$ cat config.mk
export PLATFORM = sky130hd
export DESIGN_NAME = playlist_controller
export DESIGN_NICKNAME = d
export VERILOG_FILES = /design/src/rtl/music_pkg.sv /design/src/rtl/lfsr16.sv /design/src/rtl/playlist_controller.sv
export SDC_FILE = /design/constraint.sdc
export NUM_CORES = 1
export LEC_CHECK = 0
export CAP_MARGIN = 10
export CORE_MARGIN = 1
export CORE_UTILIZATION = 52
export DETAILED_ROUTE_END_ITERATION = 10
export PLACE_DENSITY = 0.8
export SYNTH_ARGS = -nofsm -noshare
export SYNTH_HDL_FRONTEND = slang
export SYNTH_SLANG_ARGS = --single-unit
$ cat constraint.sdc
create_clock -name clk -period 2.65 [get_ports clk]
set_input_delay 0.265 -clock clk [delete_from_list [all_inputs] [get_ports clk]]
set_output_delay 0.265 -clock clk [all_outputs]
set_load 0.005 [all_outputs]
$ cat src/rtl/music_pkg.sv
// Shared definitions for the music player control path: state and speed
// encodings and the shuffle LFSR feedback taps.
package music_pkg;

    typedef enum logic {
        ST_PAUSED  = 1'b0,
        ST_PLAYING = 1'b1
    } state_t;

    localparam logic [1:0] SPEED_NORMAL = 2'b00;
    localparam logic [1:0] SPEED_FF     = 2'b01;
    localparam logic [1:0] SPEED_REW    = 2'b10;

    // x^16 + x^14 + x^13 + x^11 + 1, as a mask over q[15:0]
    localparam logic [15:0] LFSR_TAPS = 16'hB400;

    function automatic logic [1:0] speed_code(input logic ff, input logic rw);
        if (ff && !rw)      return SPEED_FF;
        else if (rw && !ff) return SPEED_REW;
        else                return SPEED_NORMAL;
    endfunction

endpackage

$ cat src/rtl/lfsr16.sv
// Free-running 16-bit Fibonacci LFSR; loads seed on reset and steps every cycle.
module lfsr16
    import music_pkg::*;
(
    input  logic        clk,
    input  logic        reset,
    input  logic [15:0] seed,
    output logic [15:0] q
);

    logic fb;
    assign fb = ^(q & LFSR_TAPS);

    always_ff @(posedge clk or negedge reset) begin
        if (!reset) q <= seed;
        else        q <= {q[14:0], fb};
    end

endmodule

$ cat src/rtl/playlist_controller.sv
// Playlist sequencer: play/pause, next/prev, loop and shuffle, speed select.
// All outputs are registered; song_reset pulses alongside each index change.
module playlist_controller
    import music_pkg::*;
#(
    parameter int          NUM_SONGS = 4,
    parameter int          SONG_W    = $clog2(NUM_SONGS),
    parameter logic [15:0] LFSR_SEED = 16'hACE1
) (
    input  logic              clk,
    input  logic              reset,
    input  logic              play_button,
    input  logic              next_button,
    input  logic              prev_button,
    input  logic              song_done,
    input  logic              loop_mode,
    input  logic              shuffle_mode,
    input  logic              ff_switch0,
    input  logic              r_switch1,
    output logic [SONG_W-1:0] current_song,
    output logic              play,
    output logic              song_reset,
    output logic [1:0]        speed
);

    localparam logic [SONG_W-1:0] LAST = SONG_W'(NUM_SONGS - 1);

    state_t             state, state_nxt;
    logic [15:0]        lfsr_q;
    logic [SONG_W-1:0]  cand, seq_next, next_idx, prev_idx;
    logic               shuf_ok, end_of_list;
    logic               unused_lfsr;

    lfsr16 u_lfsr (
        .clk   (clk),
        .reset (reset),
        .seed  (LFSR_SEED),
        .q     (lfsr_q)
    );

    assign cand        = lfsr_q[SONG_W-1:0];
    assign unused_lfsr = ^lfsr_q[15:SONG_W];

    // A shuffle candidate out of range or equal to the current song falls back
    // to the sequential successor, so shuffle never repeats a song.
    always_comb begin
        seq_next = (current_song == LAST) ? '0 : current_song + 1'b1;
        prev_idx = (current_song == '0) ? LAST : current_song - 1'b1;
        shuf_ok  = (32'(cand) < NUM_SONGS) && (cand != current_song);
        next_idx = (shuffle_mode && shuf_ok) ? cand : seq_next;
    end

    assign end_of_list = song_done && !next_button && !prev_button &&
                         (current_song == LAST) && !loop_mode && !shuffle_mode;

    always_comb begin
        state_nxt = state;
        if (end_of_list)      state_nxt = ST_PAUSED;
        else if (play_button) state_nxt = (state == ST_PLAYING) ? ST_PAUSED : ST_PLAYING;
    end

    always_ff @(posedge clk or negedge reset) begin
        if (!reset) begin
            state        <= ST_PAUSED;
            current_song <= '0;
            play         <= 1'b0;
            song_reset   <= 1'b0;
            speed        <= SPEED_NORMAL;
        end else begin
            song_reset <= 1'b0;
            if (next_button) begin
                current_song <= next_idx;
                song_reset   <= 1'b1;
            end else if (prev_button) begin
                current_song <= prev_idx;
                song_reset   <= 1'b1;
            end else if (song_done) begin
                current_song <= end_of_list ? '0 : next_idx;
                song_reset   <= 1'b1;
            end
            state <= state_nxt;
            play  <= (state_nxt == ST_PLAYING);
            speed <= (state_nxt == ST_PLAYING) ? speed_code(ff_switch0, r_switch1)
                                               : SPEED_NORMAL;
        end
    end

endmodule
==> results of run 1 <==
==> metal layers <==
layer	track usage, %	vias up	share of wire (%)
met1	25.07	233	48
met5	0	-	0
met3	6.087	2	7.3
met2	26.56	21	44
li1	-	231	-
met4	3.871	0	0.45
==> logic make-up (layout without fill, tap and decap cells) <==
family	Yosys count	after routing	share of synthesized area (%)
AOI/OAI and AO/OA	12	12	11.11
xor gates and xnor gates	6	6	6.481
adders and majority gates	2	2	3.086
buffers and inverters	5	24	2.315
DFF	22	22	69.14
and+or+nand+nor	11	11	7.870
==> state kept, by name, indices dropped and copies added, names as in the netlist <==
signal,cells
speed,2
song_reset,1
current_song,2
state,1
u_lfsr.q,16
==> how the worst max path moves through the flow <==
stage	slack, ns	start	to
2_1_floorplan	1.32	current_song[0]	current_song[1]
3_3_place_gp	1.09	shuffle_mode	speed[0]
3_5_place_dp	1.07	shuffle_mode	current_song[1]
4_1_cts	1.05	current_song[1]	current_song[1]
5_1_grt	1.00	current_song[0]	current_song[0]
6_report	1.06	current_song[0]	current_song[0]
==> power by group through the flow <==
stage	clock, W	combinational (W)	sequential, W
after detailed placement	0	0.000233	0.000402
after floorplan	0	0.000129	0.000399
after global routing	0.000198	0.000254	0.000401
final	0.000174	0.000232	0.000396
after global placement	0	0.000224	0.000400
after CTS	0.000179	0.000234	0.000398
==> final cells by class <==
type,count,area [um^2]
flip-flops and latches,22,560.5
fillers,90,366.6
multi-input cells,31,231.5
repair buffers,15,150.1
clock buffers,4,36.28
inverters,5,18.77
well taps,15,18.77
==> per-stage QoR <==
step                worst slack, ns  area, um^2
floorplan                     1.317       810.8
global placement              1.092       979.7
detailed placement            1.072       979.7
CTS                           1.052        1016
global route                  1.000        1016
finish                        1.064        1016
==> placed cells by master, fill, tap and decap left out <==
master / netlist / final
o21ai_0: 1 / 1
clkbuf_4: 0 / 3
nor3b_1: 2 / 2
dfrtp_1: 14 / 14
a21oi_1: 4 / 4
clkdlybuf4s50_1: 0 / 15
or3_1: 1 / 1
a31oi_1: 1 / 1
o31ai_1: 1 / 1
o211ai_1: 1 / 1
clkbuf_8: 0 / 1
a2bb2oi_2: 1 / 1
o211a_1: 1 / 1
xor2_1: 4 / 4
nand2_1: 4 / 4
ha_1: 2 / 2
a211oi_1: 1 / 1
nor2_1: 3 / 3
nor4bb_2: 1 / 1
o21bai_2: 1 / 1
inv_1: 5 / 5
xnor2_1: 2 / 2
dfstp_2: 8 / 8
==> impl_metrics.ini, run 1 <==
[grt]
grt_pass1_vias = 495
antenna_found_initial = 0
grt_util_all_layers_pct = 17.66
grt_pass1_wl_um = 2263
grt_max_degree = 23
overflow = 0

[placed_design]
place.gp.congestion = 0.8207
placed_cells = 88
dp_hpwl_um = 955.4
port_buffers = 15

[synth]
netlist_area_um2 = 810.8
synth.distinct_cells = 20
seq_area_frac_synth_pct = 69.14
yosys_warnings = 0
ys_ff_latch = 22
synth_ff_type = dfrtp_1
async_flop_share_pct = 100.0
yosysTopAreaCell = dfrtp_1
synth.top_cells.by_count = 14 x dfrtp_1, 8 x dfstp_2, 5 x inv_1
synth_top_area_share_pct = 43.21
syn_inst = 58
synth_area_leaders = dfrtp_1 43%, dfstp_2 26%, xor2_1 4.3%, ha_1 3.1%, a21oi_1 2.5%
syn_avg_cell_area_um2 = 13.98
synth_edf_count = 0
yosysMostFrequentCell = dfrtp_1
syn_nets = 70

[sta]
finalCritPeriodShare_pct = 59.84
tightestPinTransition_ns = 0.8909
setup_viol = 0
hold_viol_final = 0
whs_ns = 0.3628
slew_violations = 0
period_minus_slack_ns = 1.586
finClkSkew_ns = 0.001094
finalSetupTns_ns = 0
rsz0062_at_grt = no
max_slew_margin_pct = 40.42
max_clock_freq_ghz = 0.6307

[critical_path]
r2r_start = current_song[0]
startpoint_type = flop
cp_slowest_cell = clkdlybuf4s50_1
cp_top_family = buffers and inverters
arrival_ns = 1.32
max_stage_delay_ns = 0.55
path_class = flop to output port
crit_path_max_fanout = 6
endpoint_kind = output port
crit_chain = clkdlybuf4s50_1
critPathBufInv = 1
reg2reg_setup_slack_ns = 1.15
cp.depth = 1
r2r_end = current_song[1]
crit_required_ns = 2.38
rr_worst_depth = 6

[route]
drc = 0
dr_total_vias = 487
via_per_inst = 5.293
ant_nets = 0
avgRoutedWirePerCell_um = 14.35
drt-initial-drc-count = 8
drt-total-wl_um = 1320
dr.pass1.iters = 4

[worst_hold_path]
whs_path_depth = 0
hold_start = u_lfsr.q[3]
holdPathEnd = u_lfsr.q[4]
min_path_type = flop to flop

[cts]
tritoncts = yes
cts_sinks = 22
clk_pin_slew_worst_paths_ns = 0.11
cts_made_buffers = 3
htree_num_levels = 1
clock_path_buffers = 2
cts_root_buf = clkbuf_4
cts_hold_buf = 0
postCtsSetupBuffers = 0
cts_resized = 0
clk_latency_ns = 0.29

[finish]
fin_nets = 90
fin_cells = 92
syn2layout_area_growth_pct = 25.31
antenna_cells = 0
final_util_pct = 73.48
drive_gt1_share_pct = 19.48

[power_and_ir_drop]
switching_share_pct = 27.82
total_power_w = 0.0008029
internal_power_w = 0.0005796
powerDensity_mw_per_mm2 = 790.3
pwr-share-comb_pct = 29.0
ir_drop_v = 0.0006314
leakagePower_nw = 0.4670
switchingPower_w = 0.0002234
power.share.clock_pct = 21.7
power_frac_seq_pct = 49.3

[die]
die_w_um = 41.49
num_rows = 13
start_util_pct = 58.64
die-area_mm2 = 0.001721
ios = 16
core_mm2 = 0.001383
die_y_um = 41.49

[outcome]
status = finished clean

[run]
max-cap-violations = 0
(Power assumes the default switching activity.)
==> run 2: changes to the inputs <==
- CORE_UTILIZATION: 52 -> 43
- PLACE_DENSITY: 0.8 -> 0.71
- clock period: 2.65 -> 1.3 ns (I/O delays scaled with it)
==> impl_metrics.ini, run 2 (same netlist as run 1, synthesis figures left out) <==
[cts]
clock_path_buffers = 2
cts_root_buf = clkbuf_4
tritoncts = yes
clk_pin_slew_worst_paths_ns = 0.11
htree_num_levels = 1
clk_latency_ns = 0.30
cts_sinks = 22
cts_made_buffers = 3

[finish]
top_regs = u_lfsr.q: 16 flops, current_song: 2 flops, speed: 2 flops
fin_area_mm2 = 0.001192
final_util_pct = 68.32
largest_reg_flops = 16
antenna_cells = 0
syn2layout_area_growth_pct = 47.07
regMostFlops = u_lfsr.q
mostFrequentLayoutCells = 14 x dfrtp_1, 10 x clkdlybuf4s50_1, 10 x buf_4
drive_gt1_share_pct = 42.22
fin_nets = 103
mostFrequentLayoutCell = dfrtp_1

[sta]
max_slew_margin_pct = 82.35
slew_violations = 0
period_minus_slack_ns = 1.366
hold_viol_final = 0
finalSetupTns_ns = -0.1118
rsz0062_at_grt = yes
fin_ws_ns = -0.06615
finalCritPeriodShare_pct = 105.1
finClkSkew_ns = 0.006785
setup_viol = 2
tightestPinTransition_ns = 0.2625
max_clock_freq_ghz = 0.7320

[critical_path]
crit_required_ns = 1.53
crit_chain = buf_6 -> ha_4 -> nor4bb_4 -> o21bai_2 -> o211ai_1 -> a21oi_1
max_stage_delay_ns = 0.41
startpoint_type = flop
r2r_start = current_song[1]
endpoint_kind = flop
cp_slowest_cell = dfrtp_1
crit_end = current_song[1]
path_class = flop to flop
crit_path_max_fanout = 2
arrival_ns = 1.60
crit_path_start = current_song[1]
reg2reg_setup_slack_ns = -0.07
r2r_end = current_song[1]
rr_worst_depth = 6

[die]
die_y_um = 45.42
num_rows = 15
core_mm2 = 0.001745
ios = 16
start_util_pct = 46.45
die_w_um = 45.42
die-area_mm2 = 0.002063

[power_and_ir_drop]
ir_drop_v = 0.0008444
leakagePower_nw = 0.5805
powerDensity_mw_per_mm2 = 1648

[grt]
overflow = 0
grt_most_used_layer = met1
met3_usage_pct = 8.730
grt_pass1_wl_um = 2277
grt_util_all_layers_pct = 17.22
antenna_found_initial = 0
grt_pass1_vias = 478
grt_max_degree = 23
met2_usage_pct = 22.57
use_met1_pct = 23.18

[route]
via_per_inst = 4.730
drt-initial-drc-count = 8
dr_total_vias = 544
dr.pass1.iters = 4
ant_nets = 0
drc = 0
avgRoutedWirePerCell_um = 12.90
drt-total-wl_um = 1484

[placed_design]
port_buffers = 15
place.gp.congestion = 0.7848
placedInstanceArea_mm2 = 0.001065
dp_hpwl_um = 979.2
place_ws_ns = -0.1367

[worst_hold_path]
min_path_type = input pin to asynchronous set/reset pin

[run]
max-cap-violations = 0

[outcome]
status = finished with violations
violations = setup timing
==> run 2: how the worst min path moves through the flow <==
stage,startpoint,to,slack (ns)
after floorplan,reset,current_song[0],-0.17
after global placement,u_lfsr.q[8],u_lfsr.q[9],0.33
after detailed placement,u_lfsr.q[8],u_lfsr.q[9],0.34
after CTS,reset,u_lfsr.q[8],0.15
after global routing,reset,u_lfsr.q[8],0.16
final,reset,u_lfsr.q[8],0.16
==> run 2: final cells by class <==
class	instances	area (um^2)
clock buffers	4	36.28
well taps	25	31.28
repair buffers	28	256.5
multi-input cells	31	289.0
inverters	5	18.77
fillers	125	553.0
flip-flops and latches	22	560.5
==> run 2: routing by layer <==
layer | part of all wire, % | vias to the layer above
met4 | 1.6 | 0
met2 | 47 | 13
met3 | 5.6 | 4
met5 | 0 | -
met1 | 46 | 267
li1 | - | 260
==> run 2: power breakdown <==
group          switching [W]  internal [W]  total [W]
registers          0.0000297      0.000741   0.000771
logic               0.000354      0.000483   0.000838
clock network       0.000185      0.000171   0.000356
==> run 2: repair_timing <==
item / CTS / global route
pin swaps: 6 / 6
buffers inserted: 4 / 1
gates resized for setup: 14 / 7
hold buffers: 0 / 0
setup endpoints to repair: 8 / 8
hold endpoints to repair: 0 / 0
cloned: 0 / 0
==> run 2: through the flow <==
stage               total power, W  instances  hold slack, ns
detailed placement        0.001425        106          0.3373
global route              0.002093        115          0.1625
global placement          0.001403        106          0.3350
finish                    0.001965        115          0.1609
CTS                       0.001920        114          0.1514
floorplan                 0.001111         58         -0.1656
==> run 2: worst max-delay path: cells and delay by family (launching register included) <==
family | cells | cell delay, ns
flops | 1 | 0.41
simple gates | 1 | 0.15
compound gates | 3 | 0.45
buf+inv | 1 | 0.13
fa+ha+maj | 1 | 0.15
==> run 3: changes to the inputs <==
- ABC_AREA: not set -> 0
- CORE_MARGIN: 1 -> 8
==> impl_metrics.ini, run 3 (same netlist as run 1, synthesis figures left out) <==
[critical_path]
crit_chain = buf_4 -> xor2_1 -> o211a_1 -> o21ai_1 -> a21oi_1
crit_required_ns = 1.49
cp_top_family = flip-flops
startpoint_type = flop
endpoint_kind = flop
cp_slowest_cell = dfrtp_2
arrival_ns = 1.52
crit_end = current_song[0]
crit_path_start = current_song[1]
reg2reg_setup_slack_ns = -0.03
r2r_end = current_song[0]
critPathBufInv = 1
r2r_start = current_song[1]
rr_worst_depth = 5
crit_path_max_fanout = 4
cp.depth = 5
path_class = flop to flop
max_stage_delay_ns = 0.48

[sta]
period_minus_slack_ns = 1.329
rsz0062_at_grt = yes
finalCritPeriodShare_pct = 102.2
max_slew_margin_pct = 81.92
finClkSkew_ns = 0.003247
hold_viol_final = 0
fin_ws_ns = -0.02902
tightestPinTransition_ns = 0.2711
slew_violations = 0
max_clock_freq_ghz = 0.7524
setup_viol = 3

[finish]
mostFrequentLayoutCell = dfrtp_1
drive_gt1_share_pct = 39.77
syn2layout_area_growth_pct = 42.90
fill_cells = 131
fin_nets = 101
antenna_cells = 0
regMostFlops = u_lfsr.q
largest_reg_flops = 16
top_regs = u_lfsr.q: 16 flops, current_song: 2 flops, speed: 2 flops
mostFrequentLayoutCells = 13 x dfrtp_1, 10 x buf_4, 9 x clkdlybuf4s50_1
fin_area_mm2 = 0.001159

[route]
drt-total-wl_um = 1618
dr_total_vias = 542
via_per_inst = 4.796
ant_nets = 0
drc = 0
drt-initial-drc-count = 13
dr.pass1.iters = 5
avgRoutedWirePerCell_um = 14.32

[power_and_ir_drop]
power_frac_seq_pct = 42.1
leakagePower_nw = 0.5435
switchingPower_w = 0.0005530
power.share.clock_pct = 18.9
internal_power_w = 0.001340
pwr-share-comb_pct = 39.0
switching_share_pct = 29.21
ir_drop_v = 0.0009809
powerDensity_mw_per_mm2 = 1634

[placed_design]
place_ws_ns = -0.1593
place.gp.congestion = 0.7657
port_buffers = 15
placedInstanceArea_mm2 = 0.001057
dp_hpwl_um = 1117

[cts]
clk_latency_ns = 0.30
htree_num_levels = 1
clk_pin_slew_worst_paths_ns = 0.11
cts_hold_buf = 0
cts_sinks = 22
cts_root_buf = clkbuf_4
clock_path_buffers = 2
tritoncts = yes
cts_made_buffers = 3

[die]
core_mm2 = 0.001745
ios = 16
die-area_mm2 = 0.003531
num_rows = 15
die_y_um = 59.42
start_util_pct = 46.45
die_w_um = 59.42

[worst_hold_path]
min_path_type = input pin to asynchronous set/reset pin

[outcome]
violations = setup timing
status = finished with violations

[grt]
grt_max_degree = 23
grt_pass1_wl_um = 2587
overflow = 0
antenna_found_initial = 0
grt_pass1_vias = 568
grt_util_all_layers_pct = 10.00

[run]
max-cap-violations = 0
[run 3: cell count changes in the layout (fill, tap and decap cells not counted), sizes merged]
cell,change
buf,-2
clkbuf,-1
clkdlybuf4s50,-1
dlygate4sd2,+3
dlymetal6s2s,-1
[run 3: cell type report]
cell class | instances | area [um^2] | share of cell area (%)
well taps | 25 | 31.28 | 2.700
repair buffers | 26 | 232.7 | 20.09
multi-input cells | 31 | 277.8 | 23.97
flip-flops and latches | 22 | 561.8 | 48.49
clock buffers | 4 | 36.28 | 3.132
inverters | 5 | 18.77 | 1.620
[run 3: worst min path at each step]
stage | cells after the start | start | to
floorplan | 0 | reset | current_song[0]
global placement | 0 | u_lfsr.q[2] | u_lfsr.q[3]
detailed placement | 0 | u_lfsr.q[4] | u_lfsr.q[5]
CTS | 2 | reset | current_song[1]
global route | 2 | reset | u_lfsr.q[8]
finish | 2 | reset | u_lfsr.q[12]
[run 3: layer usage]
layer / global-route usage [%] / routed length [um]
met5: 0 / 0
met4: 2.048 / 8
met3: 6.291 / 151
met2: 14.33 / 720
met1: 12.32 / 738
[run 3: what timing repair did]
action / in CTS / in global routing
pin swaps: 3 / 5
setup buffers: 3 / 1
setup endpoints to repair: 10 / 7
gates resized for setup: 12 / 6
[run 3: power groups by stage]
stage | Clock, W | Combinational [W] | Sequential [W]
after floorplan | 0 | 0.000298 | 0.000812
after global placement | 0 | 0.000592 | 0.000799
after detailed placement | 0 | 0.000610 | 0.000801
after CTS | 0.000384 | 0.000674 | 0.000780
after global routing | 0.000399 | 0.000815 | 0.000806
final | 0.000359 | 0.000738 | 0.000797
[run 3: per-stage QoR]
stage          util, %  setup TNS, ns  hold WS, ns  cells  total power [W]
6_report         66.38       -0.07487       0.1643    113         0.001893
3_3_place_gp     60.57        -0.3067       0.3350    105         0.001391
5_1_grt          66.38        -0.3920       0.1926    113         0.002021
4_1_cts          64.66       -0.05092       0.1566    112         0.001838
2_1_floorplan        -              0      -0.1656     58         0.001111
3_5_place_dp     60.57        -0.6949       0.3407    105         0.001411
